==> src/rtl/vram_arbiter.sv <==
// vram_arbiter: shares one video BRAM port between display reads (fixed priority)
// and a valid/ready host master with anti-starvation. Optional stats: VRAM_ARB_STATS_EN.
module vram_arbiter #(
  parameter int ADDR_BITS = 32,
  parameter int DATA_BITS = 32,
  parameter int MAX_WAIT  = 15,
  parameter int WAIT_BITS = 4
) (
  input  logic                   clk_i,
  input  logic                   reset_ni,
  input  logic                   disp_en_i,
  input  logic [ADDR_BITS-1:0]   disp_addr_i,
  output logic [DATA_BITS-1:0]   disp_dout_o,
  output logic                   disp_conflict_o,
  input  logic                   host_valid_i,
  output logic                   host_ready_o,
  input  logic [ADDR_BITS-1:0]   host_addr_i,
  input  logic [DATA_BITS/8-1:0] host_we_i,
  input  logic [DATA_BITS-1:0]   host_din_i,
  output logic                   host_rvalid_o,
  output logic [DATA_BITS-1:0]   host_rdata_o,
  output logic                   bram_clk_o,
  output logic                   bram_rst_o,
  output logic                   bram_en_o,
  output logic [ADDR_BITS-1:0]   bram_addr_o,
  output logic [DATA_BITS-1:0]   bram_din_o,
  output logic [DATA_BITS/8-1:0] bram_we_o,
  input  logic [DATA_BITS-1:0]   bram_dout_i
`ifdef VRAM_ARB_STATS_EN
  ,
  input  logic                   stat_clr_i,
  output logic [31:0]            stat_host_grants_o,
  output logic [31:0]            stat_conflicts_o
`endif
);

  typedef enum logic [1:0] {IDLE, DISP, HOST, FORCE} state_e;

  state_e               state, state_nxt;
  logic [WAIT_BITS-1:0] wait_cnt;
  logic                 rd_pend;
  logic                 starve, grant_host, grant_disp;

  assign bram_clk_o  = clk_i;
  assign bram_rst_o  = ~reset_ni;
  assign disp_dout_o = bram_dout_i;

  assign starve = (wait_cnt == WAIT_BITS'(MAX_WAIT));
  // Grants are gated by reset_ni so the BRAM port stays quiet while in reset.
  assign grant_host = reset_ni & host_valid_i & (~disp_en_i | starve);
  assign grant_disp = reset_ni & disp_en_i & ~grant_host;

  assign host_ready_o    = grant_host;
  assign bram_en_o       = grant_host | grant_disp;
  assign disp_conflict_o = (state == FORCE);

  always_comb begin
    bram_addr_o = '0;
    bram_we_o   = '0;
    bram_din_o  = '0;
    if (grant_host) begin
      bram_addr_o = host_addr_i;
      bram_we_o   = host_we_i;
      bram_din_o  = host_din_i;
    end else if (grant_disp) begin
      bram_addr_o = disp_addr_i;
    end
  end

  always_comb begin
    state_nxt = IDLE;
    if (grant_host && disp_en_i) state_nxt = FORCE;
    else if (grant_host)         state_nxt = HOST;
    else if (grant_disp)         state_nxt = DISP;
  end

  always_ff @(posedge clk_i or negedge reset_ni) begin
    if (!reset_ni) begin
      state <= IDLE;
    end else begin
      state <= state_nxt;
    end
  end

  always_ff @(posedge clk_i or negedge reset_ni) begin
    if (!reset_ni) begin
      wait_cnt <= '0;
    end else if (!host_valid_i || grant_host) begin
      wait_cnt <= '0;
    end else if (!starve) begin
      wait_cnt <= wait_cnt + 1'b1;
    end
  end

  // Read pipeline: accept -> capture BRAM data next cycle -> rvalid the cycle after.
  always_ff @(posedge clk_i or negedge reset_ni) begin
    if (!reset_ni) begin
      rd_pend       <= 1'b0;
      host_rvalid_o <= 1'b0;
      host_rdata_o  <= '0;
    end else begin
      rd_pend       <= grant_host && (host_we_i == '0);
      host_rvalid_o <= rd_pend;
      if (rd_pend) host_rdata_o <= bram_dout_i;
    end
  end

`ifdef VRAM_ARB_STATS_EN
  // Clear takes precedence over a same-cycle increment.
  always_ff @(posedge clk_i or negedge reset_ni) begin
    if (!reset_ni) begin
      stat_host_grants_o <= '0;
      stat_conflicts_o   <= '0;
    end else if (stat_clr_i) begin
      stat_host_grants_o <= '0;
      stat_conflicts_o   <= '0;
    end else begin
      if (grant_host)       stat_host_grants_o <= stat_host_grants_o + 32'd1;
      if (state == FORCE)   stat_conflicts_o   <= stat_conflicts_o + 32'd1;
    end
  end
`endif

endmodule
==> config.mk <==
export PLATFORM = sky130hd
export DESIGN_NAME = vram_arbiter
export DESIGN_NICKNAME = d
export VERILOG_FILES = /design/src/rtl/vram_arbiter.sv
export SDC_FILE = /design/constraint.sdc
export NUM_CORES = 1
export LEC_CHECK = 0
export BUFFER_PORTS_ARGS = -buffer_cell sky130_fd_sc_hd__buf_2
export CAP_MARGIN = 20
export CORE_AREA = 10 10 99 101
export CTS_BUF_LIST = sky130_fd_sc_hd__clkbuf_2 sky130_fd_sc_hd__clkbuf_4 sky130_fd_sc_hd__clkbuf_8
export DETAILED_ROUTE_END_ITERATION = 8
export DIE_AREA = 0 0 109 111
export GPL_ROUTABILITY_DRIVEN = 0
export PLACE_DENSITY = 0.83
export RECOVER_POWER = 25
export SKIP_LAST_GASP = 1
export SLEW_MARGIN = 30
export SYNTH_ARGS = -nofsm -noshare
export SYNTH_HDL_FRONTEND = slang
export SYNTH_SLANG_ARGS = --single-unit
==> constraint.sdc <==
create_clock -name clk_i -period 2.35 [get_ports clk_i]
set_input_delay 0.235 -clock clk_i [delete_from_list [all_inputs] [get_ports clk_i]]
set_output_delay 0.235 -clock clk_i [all_outputs]
set_load 0.005 [all_outputs]
After elaboration in Yosys (flattened, before gate mapping)
Cells that the tools add are included.

word-level totals
  register bits = 40
  input port bits = 136
  output and inout port bits = 138
  word-level logic and storage cells = 32

cells by class
  add/sub/neg operators = 1
  equality and inequality tests = 3
  multiplexer cells = 9
  bitwise logic cells = 9
  reductions and logical operators = 5

operators by type and width
  kind                 count
  $mux 32              3
  $mux 4               3
  $add 4x1->4 const B  1
  $and 1x1->1          4
  $eq 4x4->1 const B   1
  $logic_not 4->1      1
  $mux 2               2
  $not 1->1            3
  $eq 2x2->1 const B   1
  $logic_and 1x1->1    2
  $ne 2x1->1 const B   1
  $or 1x1->1           2
  $logic_not 1->1      1
  $logic_or 1x1->1     1
  $mux 1               1

Depth between registers and ports, before layout
Gate-level depths: netlist of run 1.

  depth after elaboration = 8
  mapped depth = 5
  depth with buffers taken out = 4

==> metrics.log, run 1 <==
[metrics] CP max stage cell: dfrtp_1
[metrics] number of nets in the layout: 599
[metrics] length in cells of the worst reg-to-reg path: 6
[metrics] Mapped Cells: 213
[metrics] class of the tightest hold or removal check: primary input to register
[metrics] result of the run: completed
[metrics] final critical delay including setup and external delays: 2.268 ns
[metrics] largest vdd supply drop: 218.9 µV
[metrics] flop and latch count out of synthesis: 40
[metrics] highest-count cells in the layout ignoring fill and taps: buf_2 (248), dfrtp_1 (40), and2_1 (38), a22o_1 (32), mux2_2 (32)
[metrics] Routed WL: 11.70 mm
[metrics] final setup violating endpoints: 0
[metrics] Synthesis Warnings: 0
[metrics] power density relative to cell area: 520.2 nW/µm²
[metrics] maximum clock rate: 440.9 MHz
[metrics] transition time at the pin with the least slew margin: 0.8343 ns
[metrics] proportion of layout cells with a drive suffix above 1: 66.52%
[metrics] Chip Height: 111 µm
[metrics] Clock Skew: 0.007711 ns
[metrics] # port buffers: 273
[metrics] first-pass GRT wire length: 16.71 mm
[metrics] starting utilization of the core area: 29.61%
[metrics] Critical path buffers and inverters: 3
[metrics] largest net degree at the start of global routing: 51
[metrics] synthesized area per cell: 11.08 µm²
[metrics] Cell Area, Synth: 2360 µm²
[metrics] final hold violations: 0
[metrics] fraction of synthesized cell area taken by the top area cell type: 42.42%
[metrics] FF-to-FF End: rd_pend
[metrics] post-route non-filler standard cell count: 571
[metrics] leading register cell type out of synthesis: dfrtp_1
[metrics] syn nets: 350
[metrics] die outline width: 109 µm
[metrics] Synth area leaders: dfrtp_1 (42%), mux2_2 (15%), a22o_1 (12%), buf_4 (10%), and2_1 (10%)
[metrics] Worst EP required: 2.12 ns
[metrics] area of the core: 7969 µm²
[metrics] number of iterations in the first detailed-routing pass: 4
[metrics] hold_ws: 0.09163 ns
[metrics] worst-skew pair later-pin latency: 0.39 ns
[metrics] leakage power of the design: 2.264 nW
[metrics] post-detail-place hpwl: 9.898 mm
[metrics] cell breakdown of the critical path: ha_4 > nand3_4 > a211oi_4 > buf_4 > buf_6 > a22o_1 > buf_2
[metrics] sequential-to-total area share from yosys stat: 42.42%
[metrics] arrival time reported for the critical path endpoint: 2.03 ns
[metrics] Final Cycle Share: 96.52%
[metrics] final slew viol count: 0
[metrics] final core utilization: 48.28%
[metrics] Slowest Stage Delay on Critical Path: 0.43 ns
[metrics] r2r startpoint: wait_cnt[1]
[metrics] worst relative slew slack: 44.38%
[metrics] proportion of register bits with asynchronous set or reset after synthesis: 100.0%
[metrics] Via Count: 2,656
[metrics] post-detailed-route DRC marker count: 0
[metrics] number of top-level pins: 274
[metrics] GRT Util Overall: 17.89%
[metrics] placed instance count: 549
[metrics] CP Class: register to output port
[metrics] area of the die: 12,100 µm²
[metrics] Worst R2R Setup Slack: 0.80 ns
[metrics] initial antenna violation count: 3
[metrics] element type at the critical path start: register
[metrics] category of cells accounting for the largest share of critical-path delay: compound AO/OA/AOI/OAI gates
[metrics] most common cell after layout, fill and taps aside: buf_2
[metrics] routed length per instance: 20.49 µm
[metrics] gr ovfl total: 0
[metrics] TNS Setup: 0 ns
[metrics] antenna-violating nets left: 0
[metrics] CTS tree: built
[metrics] number of cell rows: 33
[metrics] instance count on the critical path: 7
[metrics] Critical Path Sink Type: output port
[metrics] clock-pin slew reported for the worst setup and hold paths after clock tree synthesis: 0.08 ns
[metrics] last element of the critical path: bram_addr_o[0]
[metrics] number of max-cap violations: 0
[metrics] CP Max Fanout: 10
[metrics] launch point of the critical path: wait_cnt[1]
[metrics] layout overhead on the synthesized area: 63.04%
[metrics] drt first-iter violations: 148
[metrics] Yosys top cell by area: dfrtp_1
[metrics] detailed-route vias per instance: 4.651
[metrics] number of global-route vias before repair: 2,813
[metrics] distinct cell type count of the synthesized netlist: 26
[metrics] count of flip-flops with a built-in enable after synthesis: 0
==> cell usage after synthesis (2+ instances only) <==
cell / n
dfrtp_1: 40
and2_1: 39
buf_4: 33
a22o_1: 32
mux2_2: 32
buf_2: 10
clkbuf_1: 3
nor2_1: 3
nor3_1: 3
inv_1: 2
==> final cells by class <==
cell class / count / area, µm²
well taps: 105 / 131.4
repair buffers: 285 / 1481
clock inverters: 3 / 42.54
diodes: 3 / 7.507
fillers: 792 / 4121
multi-input cells: 124 / 1061
clock buffers: 9 / 115.1
inverters: 2 / 7.507
flip-flops and latches: 40 / 1001
==> what timing repair did <==
item,CTS,global route
endpoints found under the hold margin,5,0
setup buffers,0,5
pin swaps,0,1
endpoints found under the setup margin,49,68
hold buffers,1,0
cloned,0,2
gates resized for setup,5,5
==> worst min path at each step <==
stage                               start                to  depth (start not counted)  slack (ns)
after floorplan                  reset_ni   host_rdata_o[0]                          0       -0.06
after global placement           reset_ni           rd_pend                          1         0.1
after detailed placement         reset_ni           rd_pend                          1         0.1
after CTS                 bram_dout_i[30]  host_rdata_o[30]                          2        0.08
after global routing      bram_dout_i[15]  host_rdata_o[15]                          2        0.08
final                     bram_dout_i[11]  host_rdata_o[11]                          2        0.09
==> per-layer routing <==
metal	share of wire (%)	vias up	global-route usage, %
met5	0	-	0
met4	0.91	0	5.805
met3	13	10	8.953
met2	52	180	30.21
met1	34	1249	18.69
li1	-	1217	-
==> through the flow <==
stage	worst slack [ns]	power (mW)	cell area, µm²
detailed placement	0.3429	1.326	3597
CTS	-0.01279	2.029	3780
floorplan	0.6386	1.045	2360
global route	-0.03258	2.131	3847
finish	0.08180	2.002	3847
global placement	0.3685	1.309	3597
==> sequential cells by signal (all words and copies together) (netlist names) <==
signal	cells
host_rvalid_o	1
state	2
wait_cnt	4
rd_pend	1
host_rdata_o	32
==> kinds of logic (layout without fill, tap and decap cells) <==
kind of cell | Yosys count | count (layout) | synth area share, %
and+or+nand+nor | 50 | 50 | 12.94
buffers and inverters | 49 | 299 | 13.63
DFF | 40 | 40 | 42.42
AOI/OAI and AO/OA | 39 | 39 | 14.42
muxes | 33 | 33 | 15.69
adders and majority gates | 1 | 1 | 0.5301
xor gates and xnor gates | 1 | 1 | 0.3712
other | 0 | 3 | 0
==> power breakdown <==
| part | internal [mW] | leakage [nW] | total [mW] | switching (mW) |
|---|---|---|---|---|
| clock network | 0.434 | 0.0797 | 0.700 | 0.267 |
| logic | 0.283 | 1.65 | 0.499 | 0.216 |
| registers | 0.765 | 0.534 | 0.802 | 0.0367 |
| total | 1.48 | 2.26 | 2.00 | 0.520 |
No activity file was read; power rests on OpenSTA's default activity.
==> inputs of run 2 (changes only) <==
--- a/config.mk
+++ b/config.mk
@@ -6,14 +6,14 @@
 export NUM_CORES = 1
 export LEC_CHECK = 0
 export BUFFER_PORTS_ARGS = -buffer_cell sky130_fd_sc_hd__buf_2
-export CAP_MARGIN = 20
-export CORE_AREA = 10 10 99 101
+export CORE_MARGIN = 10
+export CORE_UTILIZATION = 31
 export CTS_BUF_LIST = sky130_fd_sc_hd__clkbuf_2 sky130_fd_sc_hd__clkbuf_4 sky130_fd_sc_hd__clkbuf_8
 export DETAILED_ROUTE_END_ITERATION = 8
-export DIE_AREA = 0 0 109 111
 export GPL_ROUTABILITY_DRIVEN = 0
-export PLACE_DENSITY = 0.83
+export PLACE_DENSITY = 0.87
 export RECOVER_POWER = 25
+export SETUP_SLACK_MARGIN = 0.1
 export SKIP_LAST_GASP = 1
 export SLEW_MARGIN = 30
 export SYNTH_ARGS = -nofsm -noshare
==> constraint.sdc (replaced) <==
create_clock -name clk_i -period 2 [get_ports clk_i]
set_input_delay 0.2 -clock clk_i [delete_from_list [all_inputs] [get_ports clk_i]]
set_output_delay 0.2 -clock clk_i [all_outputs]
set_load 0.005 [all_outputs]
==> metrics.log, run 2 (synthesized netlist as in run 1, its figures left out) <==
[metrics] CP Max Fanout: 9 (-1)
[metrics] gr ovfl total: 0 (unchanged)
[metrics] r2r startpoint: wait_cnt[0]
[metrics] number of top-level pins: 274 (unchanged)
[metrics] Clock Skew: 0.008474 ns (+0.0007625 ns)
[metrics] class of the tightest hold or removal check: primary input to register
[metrics] detailed-route vias per instance: 4.661 (+0.20%)
[metrics] CTS tree: built
[metrics] drt first-iter violations: 114 (-23%)
[metrics] Routed WL: 12.24 mm (+4.6%)
[metrics] Place WS: 0.03855 ns (-0.3044 ns)
[metrics] final critical delay including setup and external delays: 2.136 ns
[metrics] layout overhead on the synthesized area: 74.44%
[metrics] # port buffers: 273 (unchanged)
[metrics] highest-count cells in the layout ignoring fill and taps: buf_2 (227), dfrtp_1 (40), clkbuf_1 (33), a22o_1 (32), mux2_2 (32)
[metrics] initial antenna violation count: 3 (unchanged)
[metrics] biggest registers after layout: host_rdata_o: 32 flops, wait_cnt: 4 flops, state: 2 flops
[metrics] result of the run: finished, violations left
[metrics] proportion of layout cells with a drive suffix above 1: 67.66% (+1.1 points)
[metrics] last element of the critical path: bram_addr_o[26]
[metrics] Chip Height: 107.2 µm (-3.4%)
[metrics] RSZ-0062 raised after global routing: true
[metrics] max reg flops: 32 (unchanged)
[metrics] clock-pin slew reported for the worst setup and hold paths after clock tree synthesis: 0.08 ns (about the same)
[metrics] register containing the most flip-flops in the final layout: host_rdata_o
[metrics] number of iterations in the first detailed-routing pass: 4 (unchanged)
[metrics] leakage power of the design: 2.343 nW (+3.5%)
[metrics] first-pass GRT wire length: 16.91 mm (+1.2%)
[metrics] most common cell after layout, fill and taps aside: buf_2
[metrics] starting utilization of the core area: 32.19% (+2.6 points)
[metrics] Via Count: 2,666 (+0.38%)
[metrics] number of fill cells in the layout: 668 (-16%)
[metrics] routed length per instance: 21.40 µm (+4.5%)
[metrics] worst relative slew slack: 36.34% (-8.0 points)
[metrics] Worst EP required: 1.80 ns (-0.32 ns)
[metrics] launch point of the critical path: wait_cnt[0]
[metrics] number of nets in the layout: 606 (+1.2%)
[metrics] GRT Util Overall: 19.11% (+1.2 points)
[metrics] number of cell rows: 31 (-6.1%)
[metrics] final slew viol count: 0 (unchanged)
[metrics] final setup violating endpoints: 69 (+69)
[metrics] largest net degree at the start of global routing: 41 (-20%)
[metrics] number of global-route vias before repair: 2,953 (+5.0%)
[metrics] maximum clock rate: 468.2 MHz
[metrics] post-detail-place hpwl: 9.426 mm (-4.8%)
[metrics] largest vdd supply drop: 349.1 µV (+60%)
[metrics] worst-skew pair later-pin latency: 0.38 ns (about the same)
[metrics] element type at the critical path start: register
[metrics] Critical Path Sink Type: output port
[metrics] Sequential Area: 1001 µm² (unchanged)
[metrics] FF-to-FF End: wait_cnt[3]
[metrics] transition time at the pin with the least slew margin: 0.9549 ns (+0.1205 ns)
[metrics] number of max-cap violations: 0 (unchanged)
[metrics] Worst R2R Setup Slack: 0.50 ns (-0.30 ns)
[metrics] overall power: 2.417 mW (+21%)
[metrics] violated checks: setup timing
[metrics] CP Class: register to output port
[metrics] post-layout worst setup margin: -0.1358 ns (-0.2176 ns)
[metrics] hold_ws: 0.05606 ns (-0.03557 ns)
[metrics] arrival time reported for the critical path endpoint: 1.94 ns (-0.09 ns)
[metrics] area of the core: 7331 µm² (-8.0%)
[metrics] area of the multi-input gates: 1091 µm² (+2.8%)
[metrics] Final Cycle Share: 106.8%
[metrics] die outline width: 107.2 µm (-1.6%)
[metrics] area of the die: 11,500 µm² (-4.9%)
[metrics] length in cells of the worst reg-to-reg path: 5 (-1)
[metrics] final hold violations: 0 (unchanged)
[metrics] antenna-violating nets left: 0 (unchanged)
[metrics] power density relative to cell area: 587.1 nW/µm² (+13%)
[metrics] post-detailed-route DRC marker count: 0 (unchanged)
## run 2: cell count changes in the layout (fill, tap and decap cells not counted)
cell       delta
and2_4       +12
buf_6        +15
clkbuf_16     +1
buf_4         -1
clkbuf_4      -2
buf_2        -21
clkinv_2      -1
buf_16        +5
inv_6         +1
clkbuf_2      +1
clkbuf_1      +9
and2_1       -12
## run 2: final cells by class
class                           instances  area share, %
Sequential cell                        40          24.32
Multi-Input combinational cell        124          26.50
Tap cell                               99          3.009
Antenna cell                            3         0.1824
Clock buffer                            9          2.796
Inverter                                2         0.1824
Timing Repair Buffer                  292          41.88
Clock inverter                          3          1.125
## run 2: metrics by stage
stage / TNS [ns] / util, % / cells / area, µm²
3_3_place_gp: 0 / 49.04 / 542 / 3595
6_report: -7.514 / 56.15 / 572 / 4116
3_5_place_dp: 0 / 49.04 / 542 / 3595
2_1_floorplan: 0 / - / 213 / 2360
4_1_cts: -6.593 / 54.98 / 565 / 4030
5_1_grt: -12.70 / 56.15 / 572 / 4116
## run 2: where the power goes
| part | switching [mW] | internal [mW] |
|---|---|---|
| Combinational | 0.271 | 0.368 |
| Sequential | 0.0427 | 0.899 |
| Clock | 0.320 | 0.516 |
## run 2: per-layer routing
layer / up-vias / track usage [%] / wire, µm / share of wire [%]
met4: 0 / 8.414 / 347 / 2.8
met1: 1239 / 17.17 / 3871 / 32
met5: - / 0 / 0 / 0
met2: 173 / 35.03 / 6446 / 53
met3: 12 / 9.701 / 1576 / 13
li1: 1242 / - / - / -
## run 2: worst min path at each step
stage / from / end / depth (start not counted)
finish: bram_dout_i[20] / host_rdata_o[20] / 2
global route: bram_dout_i[20] / host_rdata_o[20] / 2
CTS: bram_dout_i[20] / host_rdata_o[20] / 2
detailed placement: clk_i / bram_clk_o / 1
global placement: clk_i / bram_clk_o / 1
floorplan: reset_ni / host_rdata_o[0] / 0
## run 2: timing repair
action	CTS	global route
resized for setup	23	13
pin swaps	8	14
setup buffers	6	1
setup endpoints to repair	69	69
hold buffers	1	0
gates cloned	5	3
endpoints found under the hold margin	40	0
## run 2: critical path, stage by stage (launching register included)
cell	delay (ns)
dfrtp_1	0.41
ha_4	0.17
nand3_4	0.09
a211oi_4	0.25
buf_6	0.20
buf_12	0.14
a22o_1	0.16
buf_2	0.12
==> inputs of run 3 (changes only) <==
--- a/config.mk
+++ b/config.mk
@@ -11,6 +11,7 @@
 export CTS_BUF_LIST = sky130_fd_sc_hd__clkbuf_2 sky130_fd_sc_hd__clkbuf_4 sky130_fd_sc_hd__clkbuf_8
 export DETAILED_ROUTE_END_ITERATION = 8
 export GPL_ROUTABILITY_DRIVEN = 0
+export GPL_TIMING_DRIVEN = 0
 export PLACE_DENSITY = 0.87
 export RECOVER_POWER = 25
 export SETUP_SLACK_MARGIN = 0.1
==> metrics.log, run 3 (synthesized netlist as in run 1, its figures left out) <==
[metrics] result of the run: finished, violations left
[metrics] violated checks: setup timing
[metrics] routed length on met3: 1.382 mm (-12%)
[metrics] Routed WL: 11.80 mm (-3.7%)
[metrics] DRT met1 WL: 3.785 mm (-2.2%)
[metrics] proportion of layout cells with a drive suffix above 1: 74.22% (+6.6 points)
[metrics] worst-skew pair later-pin latency: 0.39 ns (about the same)
[metrics] antenna-violating nets left: 0 (unchanged)
[metrics] final critical delay including setup and external delays: 2.096 ns (-0.03972 ns)
[metrics] number of top-level pins: 274 (unchanged)
[metrics] number of nets in the layout: 648 (+6.9%)
[metrics] number of fill cells in the layout: 639 (-4.3%)
[metrics] RSZ-0062 raised after global routing: true
[metrics] length in cells of the worst reg-to-reg path: 5 (unchanged)
[metrics] Final Cycle Share: 104.8% (-2.0 points)
[metrics] largest net degree at the start of global routing: 41 (unchanged)
[metrics] power density relative to cell area: 580.3 nW/µm² (-1.2%)
[metrics] register containing the most flip-flops in the final layout: host_rdata_o
[metrics] most common cell after layout, fill and taps aside: buf_2
[metrics] class of the tightest hold or removal check: primary input to register
[metrics] Clock Skew: 0.008116 ns (-0.0003572 ns)
[metrics] layout overhead on the synthesized area: 80.28%
[metrics] element type at the critical path start: register
[metrics] drt first-iter violations: 94 (-18%)
[metrics] largest vdd supply drop: 218.1 µV (-38%)
[metrics] number of cell rows: 31 (unchanged)
[metrics] initial antenna violation count: 3 (unchanged)
[metrics] leakage power of the design: 2.570 nW (+9.7%)
[metrics] post-layout worst setup margin: -0.09605 ns (+0.03972 ns)
[metrics] instance count on the critical path: 7 (unchanged)
[metrics] max reg flops: 32 (unchanged)
[metrics] first-pass GRT wire length: 17.62 mm (+4.2%)
[metrics] area of the core: 7331 µm² (unchanged)
[metrics] detailed-route vias per instance: 4.469 (-4.1%)
[metrics] overall power: 2.469 mW (+2.1%)
[metrics] hold_ws: 0.05865 ns (+0.002589 ns)
[metrics] dominant cell type by count on the critical path: buf_6
[metrics] highest-count cells in the layout ignoring fill and taps: buf_2 (275), buf_4 (43), dfrtp_1 (40), and2_1 (38)
[metrics] number of iterations in the first detailed-routing pass: 4 (unchanged)
[metrics] starting utilization of the core area: 32.19% (unchanged)
[metrics] worst relative slew slack: 35.41% (-0.94 points)
[metrics] uppermost layer routed: met4
[metrics] wire length on met2: 6.325 mm (-1.9%)
[metrics] Slowest Stage Delay on Critical Path: 0.41 ns (about the same)
[metrics] maximum clock rate: 477.1 MHz (+1.9%)
[metrics] last element of the critical path: bram_addr_o[2]
[metrics] CP max stage cell: dfrtp_1
[metrics] die outline width: 107.2 µm (unchanged)
[metrics] launch point of the critical path: wait_cnt[0]
[metrics] area of the die: 11,500 µm² (unchanged)
[metrics] number of max-cap violations: 0 (unchanged)
[metrics] final hold violations: 0 (unchanged)
[metrics] Worst EP required: 1.80 ns (about the same)
[metrics] net load switching power: 636.5 µW (+0.48%)
[metrics] fraction of power consumed by combinational cells: 26.8% (+0.3 points)
[metrics] CP Max Fanout: 10 (+1)
[metrics] total internal power: 1.832 mW (+2.7%)
[metrics] biggest registers after layout: host_rdata_o: 32 flops, wait_cnt: 4 flops, state: 2 flops
[metrics] Worst R2R Setup Slack: 0.48 ns (-0.02 ns)
[metrics] arrival time reported for the critical path endpoint: 1.90 ns (-0.04 ns)
[metrics] Via Count: 2,744 (+2.9%)
[metrics] final setup violating endpoints: 68 (-1.4%)
[metrics] gr ovfl total: 0 (unchanged)
[metrics] final slew viol count: 0 (unchanged)
[metrics] # port buffers: 273 (unchanged)
[metrics] GRT Util Overall: 19.65% (+0.54 points)
[metrics] final core utilization: 58.03% (+1.9 points)
[metrics] Critical path buffers and inverters: 3 (unchanged)
[metrics] transition time at the pin with the least slew margin: 0.9689 ns (+0.01404 ns)
[metrics] r2r startpoint: wait_cnt[0]
[metrics] category of cells accounting for the largest share of critical-path delay: buffers and inverters
[metrics] Chip Height: 107.2 µm (unchanged)
[metrics] Place WS: -0.4601 ns (-0.4986 ns)
[metrics] routed length per instance: 19.21 µm (-10%)
[metrics] CP Class: register to output port
[metrics] placed instance count: 585 (+7.9%)
[metrics] number of global-route vias before repair: 3,146 (+6.5%)
[metrics] post-detail-place hpwl: 10.09 mm (+7.1%)
[metrics] post-detailed-route DRC marker count: 0 (unchanged)
[metrics] Switching Fraction: 25.78% (-0.43 points)
[metrics] register share of total power: 38.3% (-0.7 points)
[metrics] FF-to-FF End: wait_cnt[3]
[metrics] CTS tree: built
[metrics] cell breakdown of the critical path: ha_4 > nand3_4 > a211oi_4 > buf_6 > buf_6 > a22o_1 > buf_2
[metrics] clock-pin slew reported for the worst setup and hold paths after clock tree synthesis: 0.08 ns (about the same)
[metrics] portion of total power attributed to the clock network: 34.9% (+0.3 points)
[metrics] Critical Path Sink Type: output port
[metrics] post-route non-filler standard cell count: 614 (+7.3%)
[metrics] Worst Hold Depth: 2 (unchanged)
run 3: changes by cell type in the layout (fill, tap and decap cells not counted), moves of 3 or more:
cell,before,now
and2_1,26,38
and2_4,12,0
clkbuf_8,8,11
buf_4,4,43
clkbuf_1,33,2
buf_2,227,275
buf_6,17,9
buf_16,5,0
run 3: worst min-delay path by stage:
stage,startpoint,to,slack (ns)
floorplan,reset_ni,host_rdata_o[0],-0.1
global placement,reset_ni,host_rdata_o[16],0.36
detailed placement,clk_i,bram_clk_o,0.36
CTS,bram_dout_i[5],host_rdata_o[5],0.04
global route,bram_dout_i[5],host_rdata_o[5],0.03
finish,bram_dout_i[22],host_rdata_o[22],0.06
run 3: routing by layer:
metal  GRT usage, %  vias up
li1               -     1317
met5              0        -
met1          17.41     1257
met3          9.701       15
met4          9.865        0
met2          35.99      155
run 3: cell type report:
cell class                      instances  area [µm²]  share of cell area (%)
Antenna cell                            3       7.507                  0.1765
Buffer                                 47       386.6                   9.088
Clock buffer                            9       115.1                   2.706
Clock inverter                          3       46.29                   1.088
Inverter                                2       7.507                  0.1765
Multi-Input combinational cell        124        1074                   25.24
Sequential cell                        40        1001                   23.53
Tap cell                               99       123.9                   2.912
Timing Repair Buffer                  287        1493                   35.09
run 3: power groups by stage:
stage	sequential, mW	clock (mW)	combinational, mW
3_5_place_dp	0.961	0.0486	0.626
2_1_floorplan	0.967	0.0324	0.228
3_3_place_gp	0.951	0.0486	0.606
4_1_cts	0.945	0.888	0.677
5_1_grt	0.960	0.942	0.729
6_report	0.945	0.861	0.663
run 3: repair_timing:
action	CTS	global route
hold endpoints to repair	40	0
hold buffers	2	0
gates cloned	4	0
resized for setup	35	1
endpoints found under the setup margin	69	69
pin swaps	5	6
setup buffers	8	1
run 3: through the flow:
stage	setup TNS [ns]	cell area, µm²
2_1_floorplan	0	2360
3_3_place_gp	-24.25	3850
3_5_place_dp	-28.20	3850
4_1_cts	-4.038	4255
5_1_grt	-12.04	4254
6_report	-4.559	4254
